===== src/rtl/video_timing_ctrl.sv =====
// video_timing_ctrl: raster dot/line timing generator with a frame-aligned
// capture window sequencer (IDLE -> ARM -> ACTIVE -> DONE).
// Optional feature macro: ODD_FRAME_SKIP_EN. When defined, the last dot of
// odd frames is dropped while render_en is high.
module video_timing_ctrl #(
    parameter int IMAGE_W         = 256,
    parameter int IMAGE_H         = 240,
    parameter int DOTS_PER_LINE   = 341,
    parameter int LINES_PER_FRAME = 262,
    parameter int VBLANK_LINE     = 241
) (
    input  logic       clk,
    input  logic       rst,
    input  logic       render_en,
    input  logic       capture_req,
    input  logic       capture_abort,
    input  logic [7:0] capture_frames,
    output logic [8:0] dot,
    output logic [8:0] line,
    output logic [7:0] pixel_x,
    output logic [7:0] pixel_y,
    output logic       pixel_en,
    output logic       frame,
    output logic       vblank,
    output logic       odd_frame,
    output logic       capture_busy,
    output logic       capture_pixel_en,
    output logic       capture_done
);

    localparam logic [8:0] DOT_LAST  = 9'(DOTS_PER_LINE - 1);
    localparam logic [8:0] LINE_LAST = 9'(LINES_PER_FRAME - 1);
    localparam logic [8:0] VB_LINE   = 9'(VBLANK_LINE);
    localparam logic [8:0] PIX_W     = 9'(IMAGE_W);
    localparam logic [8:0] PIX_H     = 9'(IMAGE_H);

    localparam logic [1:0] S_IDLE   = 2'd0;
    localparam logic [1:0] S_ARM    = 2'd1;
    localparam logic [1:0] S_ACTIVE = 2'd2;
    localparam logic [1:0] S_DONE   = 2'd3;

    logic       skip;
    logic       line_end;
    logic       frame_end;
    logic [1:0] state;
    logic [7:0] remaining;

`ifdef ODD_FRAME_SKIP_EN
    localparam logic [8:0] DOT_SKIP = 9'(DOTS_PER_LINE - 2);
    // Odd rendered frames end one dot early.
    assign skip = odd_frame & render_en & (line == LINE_LAST) & (dot == DOT_SKIP);
`else
    logic unused_render;
    assign unused_render = render_en;
    assign skip          = 1'b0;
`endif

    assign line_end  = skip | (dot == DOT_LAST);
    assign frame_end = line_end & (line == LINE_LAST);

    // Raster counters; frame pulse and parity are registered off the wrap so
    // they line up with the cycle showing dot 0 / line 0.
    always_ff @(posedge clk or posedge rst) begin
        if (rst) begin
            dot       <= 9'd0;
            line      <= 9'd0;
            frame     <= 1'b0;
            odd_frame <= 1'b0;
            vblank    <= 1'b0;
        end else begin
            frame <= frame_end;
            if (line_end) begin
                dot  <= 9'd0;
                line <= (line == LINE_LAST) ? 9'd0 : line + 9'd1;
            end else begin
                dot <= dot + 9'd1;
            end
            if (frame_end)
                odd_frame <= ~odd_frame;
            // Decided at dot 0 so the flag changes in the dot 1 cycle.
            if (dot == 9'd0 && line == VB_LINE)
                vblank <= 1'b1;
            else if (dot == 9'd0 && line == LINE_LAST)
                vblank <= 1'b0;
        end
    end

    // Visible window decode.
    always_comb begin
        pixel_en = (dot != 9'd0) && (dot <= PIX_W) && (line < PIX_H);
        pixel_x  = pixel_en ? 8'(dot - 9'd1) : 8'd0;
        pixel_y  = pixel_en ? line[7:0] : 8'd0;
    end

    // Capture sequencer: arm on request, run whole frames, pulse done.
    always_ff @(posedge clk or posedge rst) begin
        if (rst) begin
            state     <= S_IDLE;
            remaining <= 8'd0;
        end else begin
            case (state)
                S_IDLE: begin
                    // A frame pulse here is deliberately not looked at.
                    if (capture_req && !capture_abort) begin
                        state     <= S_ARM;
                        remaining <= (capture_frames == 8'd0) ? 8'd1 : capture_frames;
                    end
                end
                S_ARM: begin
                    if (capture_abort)
                        state <= S_IDLE;
                    else if (frame)
                        state <= S_ACTIVE;
                end
                S_ACTIVE: begin
                    if (capture_abort)
                        state <= S_IDLE;
                    else if (frame) begin
                        if (remaining == 8'd1)
                            state <= S_DONE;
                        else
                            remaining <= remaining - 8'd1;
                    end
                end
                S_DONE:  state <= S_IDLE;
                default: state <= S_IDLE;
            endcase
        end
    end

    // Status outputs decoded from state.
    always_comb begin
        capture_busy     = (state == S_ARM) || (state == S_ACTIVE);
        capture_pixel_en = pixel_en && (state == S_ACTIVE);
        capture_done     = (state == S_DONE);
    end

endmodule

===== config.mk =====
export PLATFORM = sky130hd
export DESIGN_NAME = video_timing_ctrl
export DESIGN_NICKNAME = d
export VERILOG_FILES = /design/src/rtl/video_timing_ctrl.sv
export SDC_FILE = /design/constraint.sdc
export NUM_CORES = 1
export LEC_CHECK = 0
export ABC_CLOCK_PERIOD_IN_PS = 3250
export CORE_MARGIN = 8
export CORE_UTILIZATION = 48
export CTS_CLUSTER_DIAMETER = 100
export CTS_CLUSTER_SIZE = 10
export DETAILED_ROUTE_END_ITERATION = 8
export GPL_TIMING_DRIVEN = 0
export PLACE_DENSITY = 0.8
export SYNTH_ARGS = -nofsm -noshare
export SYNTH_HDL_FRONTEND = slang
export SYNTH_SLANG_ARGS = --single-unit
export TNS_END_PERCENT = 5

===== constraint.sdc =====
create_clock -name clk -period 3.25 [get_ports clk]
set_input_delay 0.65 -clock clk [delete_from_list [all_inputs] [get_ports clk]]
set_output_delay 0.65 -clock clk [all_outputs]
set_load 0.02 [all_outputs]

==> results of run 1 <==
[synth_stat cells (4+ instances only)]
library cell  count  share of area
nor2_1           29          0.054
xnor2_1          10          0.044
dfrtp_1          31           0.39
nand2_1          11          0.021
nand2b_1          5          0.016
ha_1             13          0.081
a21oi_1          11          0.028
and2_1            9          0.028
o21ai_0          13          0.033
xor2_1            6          0.026
nor3_1            6          0.015
nand3_1           9          0.023
nand4_1           4          0.013
inv_1            14          0.026
[metal layers]
layer  vias up  part of all wire  routed length [µm]
li1        863                 -                   -
met1       863              0.44                2210
met2        50              0.48                2390
met3         7             0.064                 321
met4         0             0.016                  80
met5         -                 0                   0
[kinds of logic (layout without fill, tap and decap cells)]
group | count (synthesis) | in the layout | synth area share
compound gates | 38 | 38 | 0.128
flops | 31 | 31 | 0.388
buf+inv | 22 | 83 | 0.0526
simple gates | 93 | 93 | 0.257
mux | 4 | 4 | 0.0219
fa+ha+maj | 13 | 13 | 0.0814
xor+xnor | 16 | 16 | 0.0701
[registers in the layout, indices dropped and copies added (netlist names)]
register / cells
line: 9
frame: 1
vblank: 1
remaining: 8
odd_frame: 1
dot: 9
state: 2
[report_power, final]
part | switching, mW | internal (mW)
combinational | 0.228 | 0.172
clock | 0.141 | 0.193
sequential | 0.0615 | 0.446
[what timing repair did]
item,4_1_cts,5_1_grt
endpoints found under the setup margin,18,18
pin swaps,0,1
gates cloned,0,1
gates resized for setup,22,52
[path summary, 6_finish.rpt]
check / start / endpoint / slack (ps) / cells after the start
setup / recovery: dot[3] / pixel_y[3] / 100 / 8
hold / removal: odd_frame / odd_frame / 480 / 1
setup reg to reg: dot[0] / line[3] / 1150 / 6
hold reg to reg: odd_frame / odd_frame / 480 / 1
max in group asynchronous: rst / state[1] / 1570 / 2
min in group asynchronous: rst / line[8] / 970 / 2
[worst register-to-register path: stages (launching register included)]
cell,delay (ps)
dfrtp_1,480
inv_1,120
ha_1,210
nand4b_1,160
nor4_4,380
and4_1,310
mux2_2,340
[area by class of cell]
class / count / area [µm²] / share of cell area
plain buffers: 8 / 66.3 / 0.0251
clock buffers: 8 / 100 / 0.0379
inverters: 14 / 52.6 / 0.0199
multi-input cells: 164 / 1140 / 0.430
flip-flops and latches: 31 / 776 / 0.294
well taps: 50 / 62.6 / 0.0237
repair buffers: 53 / 449 / 0.170
[per-stage QoR]
| stage | util | hold slack (ps) |
|---|---|---|
| floorplan | - | 495 |
| global placement | 0.645 | 460 |
| detailed placement | 0.645 | 461 |
| CTS | 0.668 | 489 |
| global route | 0.661 | 498 |
| finish | 0.661 | 481 |
==> run metrics, run 1 <==
status=complete, no violations; DRT iter0 DRCs=61; cell area after synthesis=2000 µm²; fin cells=328; chip height=80.5 µm; Worst Path Arrival=2500 ps; CORE AREA=4000 µm²; min Tclk post-route=3150 ps; Slowest-stage cell, CP=or4_4; leakage=1.16 nW; Worst setup SP type=flop; Clock transition at path regs=60 ps; WL/cell=15.2 µm; PwrDens=470 nW/µm²; fin nets=303; Peak Freq=0.317 GHz; placed cell count=319; Antenna Nets Post-Route=0; Die ar.=6480 µm²; Rows=23; Net Count, Synth=243; CTS tree=yes; unrepaired setup endpoints after global routing=true; Fill cells=348; total CTS buffers=5; Routed WL=5000 µm; met1 Use GR=0.191; Boundary Pins=54; DRC errors left=0; setup TNS=0 ps; # diodes=0; post-CTS setup buffer count=0; port bufs=52; Starting Density=0.500; buffers plus inverters on the worst setup path=3; commonest cells after routing, fill and taps aside=clkdlybuf4s50_1, dfrtp_1, nor2_1; number of max-cap violations=0; CP endpoint kind=primary output; gr busiest metal=met2; Crit path required time=2600 ps; post-route cell area=2640 µm²; gpl congestion=0.823; Tcrit/Tclk final=0.970; largest net degree at the start of global routing=32; Post-synth top flop=dfrtp_1; syn_area_per_cell=9.21 µm²; dpl hpwl=3570 µm; Post-DP Area=2580 µm²; VDD IR max=0.302 mV; critical path class=reg -> out; Critical Path Max Stage Delay=570 ps; Worst slew margin=0.219; Die W=80.5 µm; initial antenna violation count=0; class of the worst hold path=reg -> reg; worst slew pin tran=1170 ps; Yosys warning total=0; number of global-route vias before repair=1804; GRT overflow=0; DR vias/cell=5.44; Pre-antenna DRT Iters=4; sequential fraction of the synthesis area=0.388; Final Hold Viols=0; Clock Path Buffers=2; DR vias=1783; async set or reset register ratio after synthesis=1.00; max-slew violations=0; met2 global-route usage=0.261; Syn Inst Count=217; final setup fails=0; clk_skew=6.59 ps; Netlist cell types=47; CTS Hold Buffers Added=0; first-pass GRT wire length=8330 µm; #FFs+latches synth=31; worst setup margin=98.7 ps; overall power=1.24 mW; highest net fanout along the worst path=10; TritonCTS Sinks=31; layout cells sized above 1=0.162; pre-CTS setup slack=-358 ps; clock latency on the worst-skew pair=290 ps; Area Growth Syn to Fin=32.2%; CP cell instances=buf_6, or4_4, nor4b_4, ha_1, nand3b_1, inv_2, and2_1, buf_2; CP top delay family=simple AND/OR/NAND/NOR gates; GRT Overall Usage=0.163; H-tree lvl count=2; met3 GRT Util=0.0614; EDFF count, synth=0; CTS root buf=clkbuf_8; commonest non-fill, non-tap cell in the layout=clkdlybuf4s50_1
No activity file was read; power rests on OpenSTA's default activity.
==> inputs of run 2 (changes only) <==
- RECOVER_POWER: unset -> 25
==> run metrics, run 2 (synthesized netlist as in run 1, its figures left out) <==
highest net fanout along the worst path=10 (unchanged); fin nets=303 (unchanged); leakage=1.15 nW (was 1.16 nW); CTS Hold Buffers Added=0 (unchanged); min Tclk post-route=3150 ps (about the same); DRT iter0 DRCs=66 (was 61); number of global-route vias before repair=1804 (unchanged); Hold Path Depth=1 (unchanged); CP endpoint kind=primary output (unchanged); Clock transition at path regs=60 ps (about the same); biggest regs=dot (9), line (9), remaining (8) (unchanged); Routed WL=4990 µm (was 5000 µm); commonest non-fill, non-tap cell in the layout=clkdlybuf4s50_1 (unchanged); max-slew violations=0 (unchanged); post-CTS setup buffer count=0 (unchanged); Rows=23 (unchanged); final setup fails=0 (unchanged); dpl hpwl=3570 µm (unchanged); Final Hold Viols=0 (unchanged); layout cells sized above 1=0.158 (was 0.162); fin cells=328 (unchanged); Area Growth Syn to Fin=32.2% (about the same); PwrDens=470 nW/µm² (about the same); Clock Path Buffers=2 (unchanged); WP depth=8 (unchanged); H-tree lvl count=2 (unchanged); GRT overflow=0 (unchanged); Critical Path Sink=pixel_y[3] (unchanged); Boundary Pins=54 (unchanged); met1 Use GR=0.191 (unchanged); GRT Overall Usage=0.163 (unchanged); first-pass GRT wire length=8330 µm (unchanged); Worst slew margin=0.219 (about the same); CORE AREA=4000 µm² (unchanged); chip height=80.5 µm (unchanged); buffers plus inverters on the worst setup path=3 (unchanged); Critical path origin=dot[3] (unchanged); Die W=80.5 µm (unchanged); DR vias=1789 (was 1783); Pre-antenna DRT Iters=4 (unchanged); Reg2Reg Setup Slack=1150 ps (about the same); Die ar.=6480 µm² (unchanged); DR vias/cell=5.45 (was 5.44); VDD IR max=0.302 mV (about the same); TritonCTS Sinks=31 (unchanged); clk_skew=7.04 ps (was 6.59 ps); DRC errors left=0 (unchanged); largest net degree at the start of global routing=32 (unchanged); setup TNS=0 ps (unchanged); reg-to-reg endpoint=line[3] (unchanged); overall power=1.24 mW (about the same); Worst setup SP type=flop (unchanged); class of the worst hold path=reg -> reg (unchanged); commonest cells after routing, fill and taps aside=clkdlybuf4s50_1, dfrtp_1, nor2_1 (unchanged); met3 GRT Util=0.0614 (unchanged); CP cell instances=buf_6, or4_4, nor4b_4, ha_1, nand3b_1, inv_2, and2_1, buf_2 (unchanged); gr busiest metal=met2 (unchanged); Slowest-stage cell, CP=or4_4 (unchanged); critical path class=reg -> out (unchanged); worst slew pin tran=1170 ps (about the same); total CTS buffers=5 (unchanged); gpl congestion=0.823 (unchanged); Tcrit/Tclk final=0.970 (about the same); unrepaired setup endpoints after global routing=true (unchanged); Worst Path Arrival=2500 ps (about the same); CTS root buf=clkbuf_8 (unchanged); WL/cell=15.2 µm (about the same); Critical Path Max Stage Delay=570 ps (about the same); number of max-cap violations=0 (unchanged); initial antenna violation count=0 (unchanged); Antenna Nets Post-Route=0 (unchanged); # diodes=0 (unchanged); R2R depth=6 (unchanged); Peak Freq=0.317 GHz (about the same); Starting Density=0.500 (unchanged); met2 global-route usage=0.261 (unchanged); port bufs=52 (unchanged); status=complete, no violations (unchanged); reg2reg start=dot[0] (unchanged); CTS tree=yes (unchanged); clock latency on the worst-skew pair=290 ps (about the same); placed cell count=319 (unchanged); Crit path required time=2600 ps (about the same); CP top delay family=simple AND/OR/NAND/NOR gates (unchanged)
==> run 2: timing repair <==
action | 4_1_cts | 5_1_grt
cloned | 0 | 1
pin swaps | 0 | 1
endpoints found under the setup margin | 18 | 18
resized for setup | 22 | 52
==> run 2: per-layer routing <==
layer  up-vias  wire, µm  share of wire
li1        866         -              -
met4         0        78          0.016
met1       862      2170           0.43
met3         7       336          0.067
met2        54      2410           0.48
met5         -         0              0
==> run 2: per-stage QoR <==
step	hold WS (ps)	area (µm²)	util	setup WS (ps)
2_1_floorplan	495	2000	-	329
3_3_place_gp	460	2580	0.645	-348
3_5_place_dp	461	2580	0.645	-358
4_1_cts	489	2670	0.668	-105
5_1_grt	498	2640	0.660	-37.4
6_report	481	2640	0.660	97.6
==> run 2: report_power, final <==
part	leakage [nW]	internal, mW	switching [mW]
logic	0.704	0.172	0.228
registers	0.398	0.446	0.0615
clock network	0.0515	0.193	0.141
==> run 2: worst min-delay path by stage <==
stage / endpoint / startpoint
final: odd_frame / odd_frame
after floorplan: remaining[6] / remaining[6]
after global routing: odd_frame / odd_frame
after CTS: odd_frame / odd_frame
after detailed placement: odd_frame / odd_frame
after global placement: odd_frame / odd_frame
==> run 2: final cells by class <==
cell class	instances	area [µm²]
buffer	8	65.1
sequential	31	776
fill	349	1360
inverter	14	52.6
tap	50	62.6
clock buffer	8	100
timing repair buffer	53	449
multi-input combinational	164	1140
==> run 2: worst register-to-register path: cells and delay by family, from the launching register on <==
kind | cells | cell delay [ps]
adders and majority gates | 1 | 210
DFF | 1 | 480
muxes | 1 | 340
buffers and inverters | 1 | 120
and+or+nand+nor | 3 | 840
==> RTL change 1 (config.mk and constraints of run 1) <==
Change the parameter `LINES_PER_FRAME` from 262 to 256.
--- a/src/rtl/video_timing_ctrl.sv
+++ b/src/rtl/video_timing_ctrl.sv
@@ -6,7 +6,7 @@
     parameter int IMAGE_W         = 256,
     parameter int IMAGE_H         = 240,
     parameter int DOTS_PER_LINE   = 341,
-    parameter int LINES_PER_FRAME = 262,
+    parameter int LINES_PER_FRAME = 256,
     parameter int VBLANK_LINE     = 241
 ) (
     input  logic       clk,
Function: no difference found for any inputs over 10 cycles, from zero or initial values and one cycle with rst high; that may be too few to reach the edited logic, so the function may still have changed.
==> RTL change 1 against run 1 <==
Worst setup slack gained 0.057 ns. Synthesized area shrank 1.8%. Core utilization grew 0.73 points. Routed wire length shrank 1.5%. Critical endpoint is now pixel_y[2]. Worst hold slack lost 0.0044 ns. First-iteration DRC count grew 28%. Power grew 2.6%. Largest power group unchanged. Via count shrank 0.73%. Final area grew 0.38%. Sequential cell count is the same. Largest cell class unchanged.
==> RTL change 1: results (changes against run 1) <==
M1 WL - 2.20 mm (-0.14%)
DP Cell Count - 323 (+1.3%)
Placer congestion estimate - 0.842 (+2.4%)
Vias - 1770 (-0.73%)
GR Util met1 - 0.192 (+0.00179)
Met3 WL - 404 µm (+26%)
GR Util met2 - 0.248 (-0.0124)
Synth Area in Compound Gates - 0.138 (+0.0100)
Post-DP HPWL - 3.64 mm (+2.0%)
Flop-to-flop setup slack - 1.20 ns (+0.05 ns)
Wire length per cell - 14.9 µm (-2.1%)
Reg2reg start - state[0]$_DFFE_PP0P_
First-pass GRT wire length - 8.18 mm (-1.8%)
Pre-CTS setup slack - -0.108 ns (+0.250 ns)
Worst r2r path cells - 7 (+1)
Total track usage - 0.159 (-0.00415)
Status - finished, final reports clean
Filler instances - 347 (-0.29%)
Comb pwr - 379 µW (-5.3%)
Setup crit start - dot[4]$_DFF_PP0_
Share of cells above drive strength 1 - 0.0821 (-0.0797)
Leakage power - 1.20 nW (+3.2%)
Max stage delay on crit path - 0.53 ns (-0.04 ns)
VDD IR max - 0.253 mV (-16%)
Worst Skew - 0.00270 ns (-0.00389 ns)
Via density - 5.36 (-1.3%)
Max-slew headroom - 0.271 (+0.0520)
Synth area leaders - dfrtp_1 (40%), ha_1 (8.3%), nor2_1 (5.4%)
Syn_area_per_cell - 8.88 µm² (-3.6%)
Tot Pwr - 1.27 mW (+2.6%)
Met2 Routed Length - 2.25 mm (-5.8%)
Mux cell area share after synthesis - 0.0115 (-0.0104)
Post-Synth Adder-Cell Area - 0.0829 (+0.00151)
Setup ws final - 0.156 ns (+0.0568 ns)
Grt met3 use - 0.0574 (-0.00395)
Final net count - 305 (+0.66%)
Critical Path Fanout Max - 8 (-2)
Worst flop-to-flop path endpoint - remaining[0]$_DFFE_PP0P_
Post-CTS resize count - 20 (-9.1%)
Hold_ws - 0.477 ns (-0.00438 ns)
Post-Synth XOR/XNOR Area - 0.0670 (-0.00317)
P_clk - 384 µW (+15%)
RTL change 1: cell types whose count changed after synthesis, sizes merged, moves of 2 or more:
cell | run 1 | this run
nor4b | 3 | 1
o21ai | 15 | 20
and2 | 9 | 11
nor3 | 7 | 9
RTL change 1: cell type report:
cell class	count	area, µm²	area share
Timing Repair Buffer	52	498	0.188
Clock inverter	2	35.0	0.0132
Sequential cell	31	776	0.292
Clock buffer	6	82.6	0.0311
Multi-Input combinational cell	167	1100	0.415
Inverter	14	52.6	0.0198
Tap cell	50	62.6	0.0236
Buffer	8	46.3	0.0175
RTL change 1: stage by stage:
| step | TNS (ns) | area, µm² |
|---|---|---|
| finish | 0 | 2650 |
| global route | 0 | 2650 |
| CTS | 0 | 2640 |
| detailed placement | -0.840 | 2540 |
| global placement | -0.709 | 2540 |
| floorplan | 0 | 1960 |
==> RTL change 2 (settings of run 1) <==
Without the edit above. Register the output `pixel_y`, without a reset; this adds one clock of latency there. The other outputs are not delayed to match.
--- a/src/rtl/video_timing_ctrl.sv
+++ b/src/rtl/video_timing_ctrl.sv
@@ -38,6 +38,8 @@
     localparam logic [1:0] S_ARM    = 2'd1;
     localparam logic [1:0] S_ACTIVE = 2'd2;
     localparam logic [1:0] S_DONE   = 2'd3;
+
+    logic [7:0] pixel_y_d;
 
     logic       skip;
     logic       line_end;
@@ -89,7 +91,7 @@
     always_comb begin
         pixel_en = (dot != 9'd0) && (dot <= PIX_W) && (line < PIX_H);
         pixel_x  = pixel_en ? 8'(dot - 9'd1) : 8'd0;
-        pixel_y  = pixel_en ? line[7:0] : 8'd0;
+        pixel_y_d = pixel_en ? line[7:0] : 8'd0;
     end
 
     // Capture sequencer: arm on request, run whole frames, pulse done.
@@ -135,4 +137,8 @@
         capture_done     = (state == S_DONE);
     end
 
+    always_ff @(posedge clk) begin
+        pixel_y <= pixel_y_d;
+    end
+
 endmodule
Function: same outputs for any inputs over 10 cycles, from zero or initial values and one cycle with rst high; that may be too few to reach the edited logic, so the function may still have changed.
==> RTL change 2 against run 1 <==
Sequential share of layout area is 2.3 points higher. Via count is 13% higher. Global-route usage is 0.38 points lower. Synthesized area is 11% higher. Final area is 12% higher. Worst setup slack better by 0.039 ns. Power is 16% higher. Synthesized cell count is 12% higher. Highest routed layer unchanged. Routed wire length is 13% higher. Cell count is 9.5% higher. Count of clock-buffer cells in the layout is 2 lower. Sequential cell count is 8 higher. Worst hold slack better by 0.017 ns.
==> RTL change 2: results (changes against run 1) <==
Status - finished, final reports clean
Library cells used by synthesis - 48 (+2.1%)
Worst flop-to-flop path endpoint - line[4]$_DFFE_PP0N_
VDD IR max - 0.251 mV (-17%)
NetSw - 465 µW (+8.0%)
Total track usage - 0.159 (-0.00384)
Placer congestion estimate - 0.833 (+1.2%)
Synth Area in Compound Gates - 0.144 (+0.0160)
Share of cells above drive strength 1 - 0.114 (-0.0479)
Top flop regs - dot: 9 flops, line: 9 flops
Sequential power share - 0.419 (+0.010)
Met3 WL - 336 µm (+4.7%)
GR Util met2 - 0.254 (-0.00659)
Cells after synthesis - 242 (+12%)
Post-Synth Adder-Cell Area - 0.0736 (-0.00779)
Placed Area - 2800 µm² (+8.3%)
Post-DP HPWL - 4.08 mm (+14%)
Pwr Density - 488 nW/µm² (+3.8%)
Final net count - 332 (+9.6%)
Leakage power - 1.25 nW (+7.3%)
DP Cell Count - 346 (+8.5%)
Grt met3 use - 0.0527 (-0.00865)
Cell Count, Final, Fillers Out - 359 (+9.5%)
Met2 Routed Length - 2.71 mm (+13%)
Mux cell area share after synthesis - 0.0187 (-0.00323)
Worst-path clk slew - 0.08 ns (+0.02 ns)
Critical Path Fanout Max - 8 (-2)
Synth area leaders - dfrtp_1 (35%), ha_1 (7.4%), dfxtp_1 (7.2%)
GR Util met1 - 0.200 (+0.00923)
1st-iter DRT viols - 117 (+92%)
Number of global-route vias before repair - 1951 (+8.1%)
Worst Skew - 0.0101 ns (+0.00351 ns)
Synth Net Count - 268 (+10%)
End point of the critical path - capture_pixel_en
Filler instances - 384 (+10%)
First-pass GRT wire length - 9.52 mm (+14%)
WP data arrival - 2.46 ns (-0.04 ns)
Wire length per cell - 15.8 µm (+3.6%)
Flop-to-flop setup slack - 0.85 ns (-0.30 ns)
Worst r2r path cells - 7 (+1)
Seq/Total Area, Yosys - 0.424 (+0.0353)
Via density - 5.62 (+3.5%)
Synth cell count leaders - dfrtp_1 (31), nor2_1 (27), inv_1 (15)
[RTL change 2: cell types whose count changed after synthesis, moves of 3 or more]
cell      change
nor4_1        +5
o211ai_1      +7
clkbuf_1      +6
dfxtp_1       +8
a21oi_1       -3
a22o_1        +3
o21ai_0       -4
a31oi_1       +3
nor2b_1       +3
and2_1        -3
[RTL change 2: through the flow]
step                      hold slack [ns]  setup WS [ns]   util
final                               0.498          0.138  0.675
after global routing                0.525         0.0146  0.675
after CTS                           0.501          0.108  0.666
after detailed placement            0.486         -0.626  0.638
after global placement              0.458         -0.583  0.638
after floorplan                     0.500          0.104      -
[RTL change 2: cell type report]
cell class,instances,area [µm²],share of cell area
clock buffers,6,82.6,0.0279
well taps,52,65.1,0.0220
inverters,15,56.3,0.0190
plain buffers,9,50.0,0.0169
multi-input cells,177,1190,0.401
flip-flops and latches,39,938,0.317
repair buffers,59,546,0.184
clock inverters,2,35.0,0.0118
